--- src/rtl/clock_ctrl_pkg.sv ---
// Shared state encoding and timeout constants for the time-set controller.
package clock_ctrl_pkg;

   typedef enum logic [1:0] {
      RUN        = 2'd0,
      SET_HOUR   = 2'd1,
      SET_MINUTE = 2'd2
   } state_e;

   localparam int unsigned TIMEOUT_SECONDS = 30;
   localparam int unsigned TIMEOUT_W       = 5;

   typedef logic [TIMEOUT_W-1:0] timeout_t;

endpackage

--- src/rtl/button_conditioner.sv ---
// Synchronizes, debounces and edge-detects one push-button, with optional auto-repeat.
module button_conditioner
   import clock_ctrl_pkg::*;
#(
   parameter int unsigned DEBOUNCE_CYCLES = 1024,
   parameter int unsigned REPEAT_DELAY    = 32768,
   parameter int unsigned REPEAT_PERIOD   = 8192,
   parameter bit          REPEAT_EN       = 1'b0
) (
   input  logic clock,
   input  logic reset,
   input  logic btn,
   output logic press
);

   localparam int unsigned DB_W    = $clog2(DEBOUNCE_CYCLES + 1);
   localparam int unsigned REP_MAX = (REPEAT_DELAY > REPEAT_PERIOD) ? REPEAT_DELAY : REPEAT_PERIOD;
   localparam int unsigned REP_W   = $clog2(REP_MAX + 1);

   localparam logic [DB_W-1:0]  DB_LAST    = DB_W'(DEBOUNCE_CYCLES - 1);
   localparam logic [DB_W-1:0]  DB_ONE     = DB_W'(1);
   localparam logic [REP_W-1:0] REP_DELAY  = REP_W'(REPEAT_DELAY);
   localparam logic [REP_W-1:0] REP_PERIOD = REP_W'(REPEAT_PERIOD);
   localparam logic [REP_W-1:0] REP_ONE    = REP_W'(1);

   logic             sync1_q, sync2_q;
   logic [1:0]       settle_q;
   logic             level_q, level_d, level_dly_q;
   logic             lock_q, lock_d;
   logic [DB_W-1:0]  db_cnt_q, db_cnt_d;
   logic [REP_W-1:0] rep_cnt_q, rep_cnt_d;
   logic             rep_armed_q, rep_armed_d;
   logic             press_q, press_d;
   logic             rise, rep_fire;

   always_comb begin
      level_d  = level_q;
      db_cnt_d = '0;
      if (sync2_q != level_q) begin
         if (db_cnt_q == DB_LAST) level_d = sync2_q;
         else                     db_cnt_d = db_cnt_q + DB_ONE;
      end

      // After reset the button must be seen released before any press is honoured.
      lock_d = lock_q;
      if (settle_q[1] && !sync2_q && !level_q) lock_d = 1'b0;

      rise        = level_q & ~level_dly_q & ~lock_q;
      rep_fire    = 1'b0;
      rep_cnt_d   = '0;
      rep_armed_d = 1'b0;
      if (REPEAT_EN && level_q && !lock_q) begin
         rep_armed_d = rep_armed_q;
         if (rise) begin
            rep_cnt_d   = REP_ONE;
            rep_armed_d = 1'b0;
         end else if (rep_cnt_q == (rep_armed_q ? REP_PERIOD : REP_DELAY)) begin
            rep_fire    = 1'b1;
            rep_cnt_d   = REP_ONE;
            rep_armed_d = 1'b1;
         end else begin
            rep_cnt_d = rep_cnt_q + REP_ONE;
         end
      end

      press_d = rise | rep_fire;
   end

   always_ff @(posedge clock or posedge reset) begin
      if (reset) begin
         sync1_q     <= 1'b0;
         sync2_q     <= 1'b0;
         settle_q    <= 2'b00;
         level_q     <= 1'b0;
         level_dly_q <= 1'b0;
         lock_q      <= 1'b1;
         db_cnt_q    <= '0;
         rep_cnt_q   <= '0;
         rep_armed_q <= 1'b0;
         press_q     <= 1'b0;
      end else begin
         sync1_q     <= btn;
         sync2_q     <= sync1_q;
         settle_q    <= {settle_q[0], 1'b1};
         level_q     <= level_d;
         level_dly_q <= level_q;
         lock_q      <= lock_d;
         db_cnt_q    <= db_cnt_d;
         rep_cnt_q   <= rep_cnt_d;
         rep_armed_q <= rep_armed_d;
         press_q     <= press_d;
      end
   end

   assign press = press_q;

endmodule

--- src/rtl/time_set_controller.sv ---
// RUN / SET_HOUR / SET_MINUTE sequencer for the clock datapath: strobes, carry gate, blink.
module time_set_controller
   import clock_ctrl_pkg::*;
#(
   parameter int unsigned DEBOUNCE_CYCLES = 1024,
   parameter int unsigned REPEAT_DELAY    = 32768,
   parameter int unsigned REPEAT_PERIOD   = 8192,
   parameter int unsigned BLINK_BITS      = 15
) (
   input  logic       clock,
   input  logic       reset,
   input  logic       btn_mode,
   input  logic       btn_inc,
   input  logic       tick_in,
   output logic       run_enable,
   output logic       clear_seconds,
   output logic       hour_inc,
   output logic       minute_inc,
   output logic [1:0] blink_mask,
   output logic [1:0] mode
);

   localparam timeout_t                TIMEOUT_LAST = timeout_t'(TIMEOUT_SECONDS - 1);
   localparam timeout_t                TIMEOUT_ONE  = timeout_t'(1);
   localparam logic [BLINK_BITS-1:0]   BLINK_ONE    = BLINK_BITS'(1);

   logic mode_press, inc_press;

   button_conditioner #(
      .DEBOUNCE_CYCLES (DEBOUNCE_CYCLES),
      .REPEAT_DELAY    (REPEAT_DELAY),
      .REPEAT_PERIOD   (REPEAT_PERIOD),
      .REPEAT_EN       (1'b0)
   ) u_mode_btn (
      .clock (clock),
      .reset (reset),
      .btn   (btn_mode),
      .press (mode_press)
   );

   button_conditioner #(
      .DEBOUNCE_CYCLES (DEBOUNCE_CYCLES),
      .REPEAT_DELAY    (REPEAT_DELAY),
      .REPEAT_PERIOD   (REPEAT_PERIOD),
      .REPEAT_EN       (1'b1)
   ) u_inc_btn (
      .clock (clock),
      .reset (reset),
      .btn   (btn_inc),
      .press (inc_press)
   );

   state_e                state_q, state_d;
   timeout_t              tcnt_q, tcnt_d;
   logic [BLINK_BITS-1:0] blink_q, blink_d;
   logic                  run_en_q, run_en_d;
   logic                  clear_q, clear_d;
   logic                  hour_q, hour_d;
   logic                  minute_q, minute_d;

   always_comb begin
      state_d  = state_q;
      tcnt_d   = tcnt_q;
      hour_d   = 1'b0;
      minute_d = 1'b0;
      case (state_q)
         RUN: begin
            tcnt_d = '0;
            if (mode_press) state_d = SET_HOUR;
         end
         SET_HOUR, SET_MINUTE: begin
            // Mode outranks inc, and any press outranks a coincident tick.
            if (mode_press) begin
               state_d = (state_q == SET_HOUR) ? SET_MINUTE : RUN;
            end else if (inc_press) begin
               hour_d   = (state_q == SET_HOUR);
               minute_d = (state_q == SET_MINUTE);
               tcnt_d   = '0;
            end else if (tick_in) begin
               if (tcnt_q == TIMEOUT_LAST) state_d = RUN;
               else                        tcnt_d  = tcnt_q + TIMEOUT_ONE;
            end
         end
         default: state_d = RUN;
      endcase

      clear_d  = (state_d == RUN) && ((state_q == SET_HOUR) || (state_q == SET_MINUTE));
      run_en_d = (state_d == RUN);
      blink_d  = blink_q + BLINK_ONE;
      if (state_d != state_q) begin
         blink_d = '0;
         tcnt_d  = '0;
      end
   end

   always_ff @(posedge clock or posedge reset) begin
      if (reset) begin
         state_q  <= RUN;
         tcnt_q   <= '0;
         blink_q  <= '0;
         run_en_q <= 1'b1;
         clear_q  <= 1'b0;
         hour_q   <= 1'b0;
         minute_q <= 1'b0;
      end else begin
         state_q  <= state_d;
         tcnt_q   <= tcnt_d;
         blink_q  <= blink_d;
         run_en_q <= run_en_d;
         clear_q  <= clear_d;
         hour_q   <= hour_d;
         minute_q <= minute_d;
      end
   end

   assign run_enable    = run_en_q;
   assign clear_seconds = clear_q;
   assign hour_inc      = hour_q;
   assign minute_inc    = minute_q;
   assign mode          = state_q;
   assign blink_mask    = {(state_q == SET_HOUR)   & blink_q[BLINK_BITS-1],
                           (state_q == SET_MINUTE) & blink_q[BLINK_BITS-1]};

endmodule

--- config.mk ---
export PLATFORM = sky130hd
export DESIGN_NAME = time_set_controller
export DESIGN_NICKNAME = d
export VERILOG_FILES = /design/src/rtl/clock_ctrl_pkg.sv /design/src/rtl/button_conditioner.sv /design/src/rtl/time_set_controller.sv
export SDC_FILE = /design/constraint.sdc
export NUM_CORES = 1
export LEC_CHECK = 0
export ABC_AREA = 0
export CAP_MARGIN = 25
export CORE_UTILIZATION = 55
export CTS_BUF_LIST = sky130_fd_sc_hd__clkbuf_2 sky130_fd_sc_hd__clkbuf_4 sky130_fd_sc_hd__clkbuf_8
export DETAILED_ROUTE_END_ITERATION = 16
export PLACE_DENSITY = 0.73
export SETUP_SLACK_MARGIN = 0.2
export SYNTH_ARGS = -nofsm -noshare
export SYNTH_HDL_FRONTEND = slang
export SYNTH_SLANG_ARGS = --single-unit
--- constraint.sdc ---
create_clock -name clock -period 4.7 [get_ports clock]
set_input_delay 0.47 -clock clock [delete_from_list [all_inputs] [get_ports clock]]
set_output_delay 0.47 -clock clock [all_outputs]
set_load 0.02 [all_outputs]
==> results of run 1 <==
-- final cells by class --
class | instances | share of cell area, %
Sequential cell | 79 | 48.1
Multi-Input combinational cell | 257 | 39.4
Timing Repair Buffer | 14 | 3.58
Clock buffer | 10 | 3.34
Tap cell | 77 | 2.34
Clock inverter | 6 | 2.25
Inverter | 11 | 1.00
-- per-layer routing --
metal  wire [um]  part of all wire [%]  track usage, %
met5           0                     0               0
met4          61                   1.0            11.1
met3         127                   2.1            3.56
met2        2910                    48            31.2
met1        2910                    48            25.7
-- sequential cells by signal, indices dropped and copies added (netlist names), 2 cells and up --
register             count
u_inc_btn.db_cnt_q      11
tcnt_q                   5
u_mode_btn.db_cnt_q     11
blink_q                 15
u_inc_btn.rep_cnt_q     16
mode                     2
u_inc_btn.settle_q       2
-- synth_stat cells (2+ instances only) --
cell type  instances  share of area (%)
nor4_1             2               0.34
inv_1             10                1.0
and3_1            15                2.6
o211ai_1           2               0.41
nand3_1           22                3.0
and3b_1            3               0.72
or2_2              4               0.68
xnor2_1           21                5.0
a2111oi_1          2               0.55
a21boi_0           2               0.41
ha_1              11                3.8
and2_1             4               0.68
dfrtp_1           76                 52
nand2_1           17                1.7
and4_1             7                1.7
nor2b_1            3               0.51
mux2_2             2               0.61
clkbuf_1           3               0.31
a21oi_1            4               0.55
nor3b_1            5                1.0
nand2b_1           3               0.51
dfstp_2            3                2.1
nor2_1            77                7.9
xor2_1            27                6.4
nand4_1            9                1.5
-- cell usage in the layout (no fill, tap or decap), types with 2 or more instances in the layout --
cell type and instances:
nor2_1 77, dfrtp_1 76, xor2_1 27, nand3_1 22
xnor2_1 21, nand2_1 17, and3_1 15, clkdlybuf4s50_1 12
ha_1 11, clkbuf_8 10, inv_1 9, nand4_1 9
and4_1 7, nor3b_1 5, or2_2 4, a21oi_1 4
and2_1 4, nand2b_1 3, nor2b_1 3, and3b_1 3
dfstp_2 3, nor4_1 2, o211ai_1 2, inv_2 2
mux2_2 2, a21boi_0 2, a2111oi_1 2, clkinvlp_4 2
bufinv_16 2
-- kinds of logic (layout without fill, tap and decap cells) --
family,Yosys count,in the layout
AOI/OAI and AO/OA,20,20
xor gates and xnor gates,48,48
muxes,2,2
DFF,79,79
other,1,1
adders and majority gates,11,11
and+or+nand+nor,175,175
buffers and inverters,16,41
-- power groups by stage --
stage	Clock (mW)	Sequential (mW)	Combinational, mW
after floorplan	0	0.704	0.0216
after detailed placement	0	0.705	0.0316
after CTS	0.584	0.691	0.0317
after global routing	0.617	0.692	0.0380
final	0.568	0.691	0.0323
after global placement	0	0.704	0.0307
-- stage by stage --
step	setup WS, ns	util, %	cell area, sq um	instances	power, mW
6_report	2.01	64.5	4120	454	1.29
5_1_grt	1.75	64.5	4120	454	1.35
4_1_cts	1.98	64.2	4100	453	1.31
3_5_place_dp	2.06	60.6	3870	437	0.736
3_3_place_gp	2.18	60.6	3870	437	0.735
2_1_floorplan	2.21	-	3670	352	0.725
-- final timing paths --
check                           cells after the start               endpoint  slack, ns          startpoint
worst min register to register                      0     u_mode_btn.sync2_q       0.35  u_mode_btn.sync1_q
max in group asynchronous                           4             blink_q[6]       3.50               reset
min in group clock                                  0     u_mode_btn.sync2_q       0.35  u_mode_btn.sync1_q
worst max register to register                      7              tcnt_q[2]       2.01             mode[1]
worst max-delay path                                7              tcnt_q[2]       2.01             mode[1]
worst min-delay path                                2  u_inc_btn.db_cnt_q[5]       0.32               reset
==> results.yml, run 1 <==
outcome:
  status: "complete, no violations"
clocking:
  clk_pin_slew_ns: 0.09
  cts_buffers: 9
  cts_sinks: 79
  cts_tree: "yes"
  cts_resized: 0
  ctsRootBufferMaster: "clkbuf_8"
  cts_htree_levels: 3
  insertion_delay_ns: 0.35
  clockBufferDepth: 2
  post_cts_buffers: 0
  hold_buffers: 0
critical_path:
  crit_family: "compound AO/OA/AOI/OAI gates"
  critPathSlowestCell: "nor2b_1"
  crit_chain: "inv_2 > ha_1 > nor2b_1 > o21ai_2 > a31oi_4 > nand2_4 > a2111oi_1"
  crit_fanout: 19
  path_class: "flip-flop to flip-flop"
  cpPeakStageDelay_ns: 0.55
  worstPathArrival_ns: 2.91
  crit_path_end_kind: "flip-flop"
  critPathBufInv: 1
  worstPathRequired_ns: 4.92
  cp-start-kind: "flip-flop"
layout:
  finalNetCount: 388
  ff_latch_area_sq_um: 1980
  drive_gt1_share_pct: 8.75
  multi_input_area_sq_um: 1620
  n_antenna_cell: 0
  fillers: 524
  syn_to_final_growth_pct: 12.3
drt:
  firstDrtPassIters: 4
  via_per_inst: 5.36
  ant_nets: 0
  drc: 0
  drt_wl_total_um: 6000
  wl_per_cell_um: 13.2
  drt-initial-drc-count: 125
  vias: 2434
placement:
  hpwl_um: 4040
  io_buffers: 12
  gp_congestion: 0.841
logic_synthesis:
  synthXorXnorAreaFrac_pct: 11.5
  synth_flop_cell: "dfrtp_1"
  async_flop_share_pct: 100
  netlist_area_sq_um: 3670
  synth_warnings: 0
  synthAdderAreaFrac_pct: 3.75
  syn-num-nets: 368
  synth_cell_types: 43
  ys_ff_latch: 79
  synthSimpleGateAreaFrac_pct: 23.8
  muxShareOfSynthArea_pct: 0.614
  yosysSeqAreaShare_pct: 54.0
  synth-compound-area-share_pct: 4.57
  synth_top_family_by_area: "simple AND/OR/NAND/NOR gates"
  syn_inst: 352
  synth_enable_flop_cells: 0
  syn_area_per_cell_sq_um: 10.4
grt:
  grtUsageTotal_pct: 19.7
  grt_max_degree: 51
  antenna_found_initial: 0
  first_global_vias: 2462
  grt_pass1_wl_um: 10900
  overflow: 0
sta:
  fmax_mhz: 372
  timing.final.hold_violations: 0
  relSlewSlack_pct: 58.4
  slew_violations: 0
  fin_setup_tns_ns: 0
  fin_crit_sh_pct: 57.2
  tightest_slew_ns: 0.623
  setup_violations: 0
  skew_ns: 0.00967
  rsz0062_at_grt: "false"
  whs_ns: 0.318
  fin_crit_ns: 2.69
floorplan:
  die_h_um: 83.7
  coreArea_sq_um: 6390
  io_pins: 13
  rows: 29
  die_w_um: 83.7
  initial_utilization_pct: 57.5
  die_area_sq_um: 7000
power:
  p_seq_share_pct: 53.5
  power_density_nw_per_um2: 314
  ir_drop_mv: 0.239
  intPower_mw: 1.01
  power_frac_comb_pct: 2.5
  net-switching-power_mw: 0.279
  leakagePower_nw: 1.84
  p_sw_share_pct: 21.6
  p_clk_share_pct: 44.0
hold_path:
  hold_path.class: "input port to async pin"
job:
  cap_violations: 0
(Power assumes the default switching activity.)
==> inputs of run 2 (changes only) <==
--- a/config.mk
+++ b/config.mk
@@ -10,7 +10,7 @@
 export CORE_UTILIZATION = 55
 export CTS_BUF_LIST = sky130_fd_sc_hd__clkbuf_2 sky130_fd_sc_hd__clkbuf_4 sky130_fd_sc_hd__clkbuf_8
 export DETAILED_ROUTE_END_ITERATION = 16
-export PLACE_DENSITY = 0.73
+export PLACE_DENSITY = 0.76
 export SETUP_SLACK_MARGIN = 0.2
 export SYNTH_ARGS = -nofsm -noshare
 export SYNTH_HDL_FRONTEND = slang
==> constraint.sdc (replaced) <==
create_clock -name clock -period 2.45 [get_ports clock]
set_input_delay 0.245 -clock clock [delete_from_list [all_inputs] [get_ports clock]]
set_output_delay 0.245 -clock clock [all_outputs]
set_load 0.02 [all_outputs]
==> results.yml, run 2 (synthesis results as in run 1) <==
grt:
  first_global_vias: 2404
  grt_max_degree: 35
  grt_pass1_wl_um: 10500
  overflow: 0
  grtUsageTotal_pct: 19.1
  antenna_found_initial: 0
critical_path:
  crit_fanout: 8
  cp.depth: 4
  crit_path_end_kind: "output pin"
  worstPathArrival_ns: 1.86
  reg2regPathDepth: 7
  critPathSlowestCell: "clkdlybuf4s50_1"
  cp-start-kind: "flip-flop"
  crit_end: "blink_mask[0]"
  r2r-start: "mode[0]"
  crit_chain: "inv_1 > ha_1 > and2_1 > clkdlybuf4s50_1"
  crit_family: "buffers and inverters"
  cpPeakStageDelay_ns: 0.60
  critPathBufInv: 2
  r2r-end: "tcnt_q[3]"
  worstPathRequired_ns: 2.20
  path_class: "flip-flop to output pin"
  ff2ff_setup_slack_ns: 0.38
  crit_path_start: "mode[0]"
drt:
  firstDrtPassIters: 4
  drt_wl_total_um: 5810
  via_per_inst: 5.28
  wl_per_cell_um: 12.7
  vias: 2417
  ant_nets: 0
  drt-initial-drc-count: 129
  drc: 0
power:
  leakagePower_nw: 1.86
  power_density_nw_per_um2: 588
  ir_drop_mv: 0.402
  total_power_mw: 2.45
sta:
  timing.final.hold_violations: 0
  relSlewSlack_pct: 59.1
  fin_crit_ns: 2.10
  layout_setup_ws_ns: 0.346
  fin_setup_tns_ns: 0
  setup_violations: 0
  skew_ns: 0.00558
  fin_crit_sh_pct: 85.9
  rsz0062_at_grt: "false"
  slew_violations: 0
  fmax_mhz: 475
  tightest_slew_ns: 0.613
placement:
  hpwl_um: 3940
  pre_cts_slack_ns: 0.209
  place_area_sq_um: 3900
  gp_congestion: 0.904
  io_buffers: 12
clocking:
  cts_tree: "yes"
  cts_sinks: 79
  ctsRootBufferMaster: "clkbuf_8"
  hold_buffers: 0
  insertion_delay_ns: 0.36
  cts_buffers: 9
  clockBufferDepth: 2
  clk_pin_slew_ns: 0.08
  cts_htree_levels: 3
hold_path:
  hold_path.class: "input port to async pin"
layout:
  fillers: 493
  final_area_sq_um: 4160
  regMostFlops: "u_inc_btn.rep_cnt_q"
  most-common-layout-cells: "77 x nor2_1, 74 x dfrtp_1, 27 x xor2_1"
  largest_reg_flops: 16
  finalNetCount: 392
  drive_gt1_share_pct: 11.0
  final_common_cell: "nor2_1"
  reg_top3: "u_inc_btn.rep_cnt_q x16, blink_q x15"
  syn_to_final_growth_pct: 13.3
  n_antenna_cell: 0
floorplan:
  initial_utilization_pct: 57.5
  coreArea_sq_um: 6390
  die_h_um: 83.7
  die_area_sq_um: 7000
  die_w_um: 83.7
  io_pins: 13
  rows: 29
outcome:
  status: "complete, no violations"
job:
  cap_violations: 0
## run 2: cell count changes in the layout (fill, tap and decap cells not counted), sizes merged
cell      delta
buf          +4
clkbuf       +1
inv          -2
clkinv       +2
clkinvlp     -1
## run 2: repair_timing
| action | 4_1_cts | 5_1_grt |
|---|---|---|
| pin swaps | 0 | 0 |
| gates resized for setup | 1 | 4 |
| setup buffers | 0 | 3 |
| endpoints found under the setup margin | 1 | 3 |
| gates cloned | 0 | 0 |
## run 2: power by group
group | switching, mW | internal (mW)
combinational | 0.0398 | 0.0216
clock | 0.459 | 0.598
sequential | 0.0104 | 1.32
## run 2: through the flow
stage                     hold slack [ns]  util (%)  std cells
after CTS                           0.300      64.6        455
after floorplan                     0.276         -        352
after global placement              0.333      61.1        439
after global routing                0.298      65.1        458
after detailed placement            0.339      61.1        439
final                               0.299      65.1        458
## run 2: layout make-up
cell class	count	area (sq um)	area share (%)
Clock buffer	11	139	3.34
Clock inverter	5	82.6	1.99
Inverter	11	45.0	1.08
Multi-Input combinational cell	257	1630	39.3
Sequential cell	79	1980	47.7
Tap cell	77	96.3	2.32
Timing Repair Buffer	18	178	4.27
## run 2: worst reg2reg max path, cell delays in order, from the launching register on
cell	delay [ns]
dfrtp_2	0.44
inv_1	0.10
ha_2	0.39
nand3_1	0.11
o31a_1	0.16
a31oi_4	0.22
nand2_4	0.17
a2111oi_1	0.37
## run 2: layer usage
| layer | vias up | wire, um | GRT usage, % |
|---|---|---|---|
| li1 | 1229 | - | - |
| met1 | 1147 | 2840 | 24.5 |
| met2 | 27 | 2660 | 29.2 |
| met3 | 14 | 164 | 5.84 |
| met4 | 0 | 147 | 10.2 |
| met5 | - | 0 | 0 |
## run 2: worst min-delay path by stage
stage / start / endpoint / cells after the start
4_1_cts: btn_inc / u_inc_btn.sync1_q / 1
3_5_place_dp: u_inc_btn.settle_q[0] / u_inc_btn.settle_q[1] / 0
5_1_grt: btn_inc / u_inc_btn.sync1_q / 1
3_3_place_gp: u_inc_btn.sync1_q / u_inc_btn.sync2_q / 0
6_report: reset / u_mode_btn.sync1_q / 2
2_1_floorplan: btn_inc / u_inc_btn.sync1_q / 0
==> inputs of run 3 (changes only) <==
--- a/config.mk
+++ b/config.mk
@@ -12,6 +12,7 @@
 export DETAILED_ROUTE_END_ITERATION = 16
 export PLACE_DENSITY = 0.76
 export SETUP_SLACK_MARGIN = 0.2
+export SLEW_MARGIN = 10
 export SYNTH_ARGS = -nofsm -noshare
 export SYNTH_HDL_FRONTEND = slang
 export SYNTH_SLANG_ARGS = --single-unit
==> results of run 3 <==
The final DEF is identical to that of run 2; final timing and power are the same.
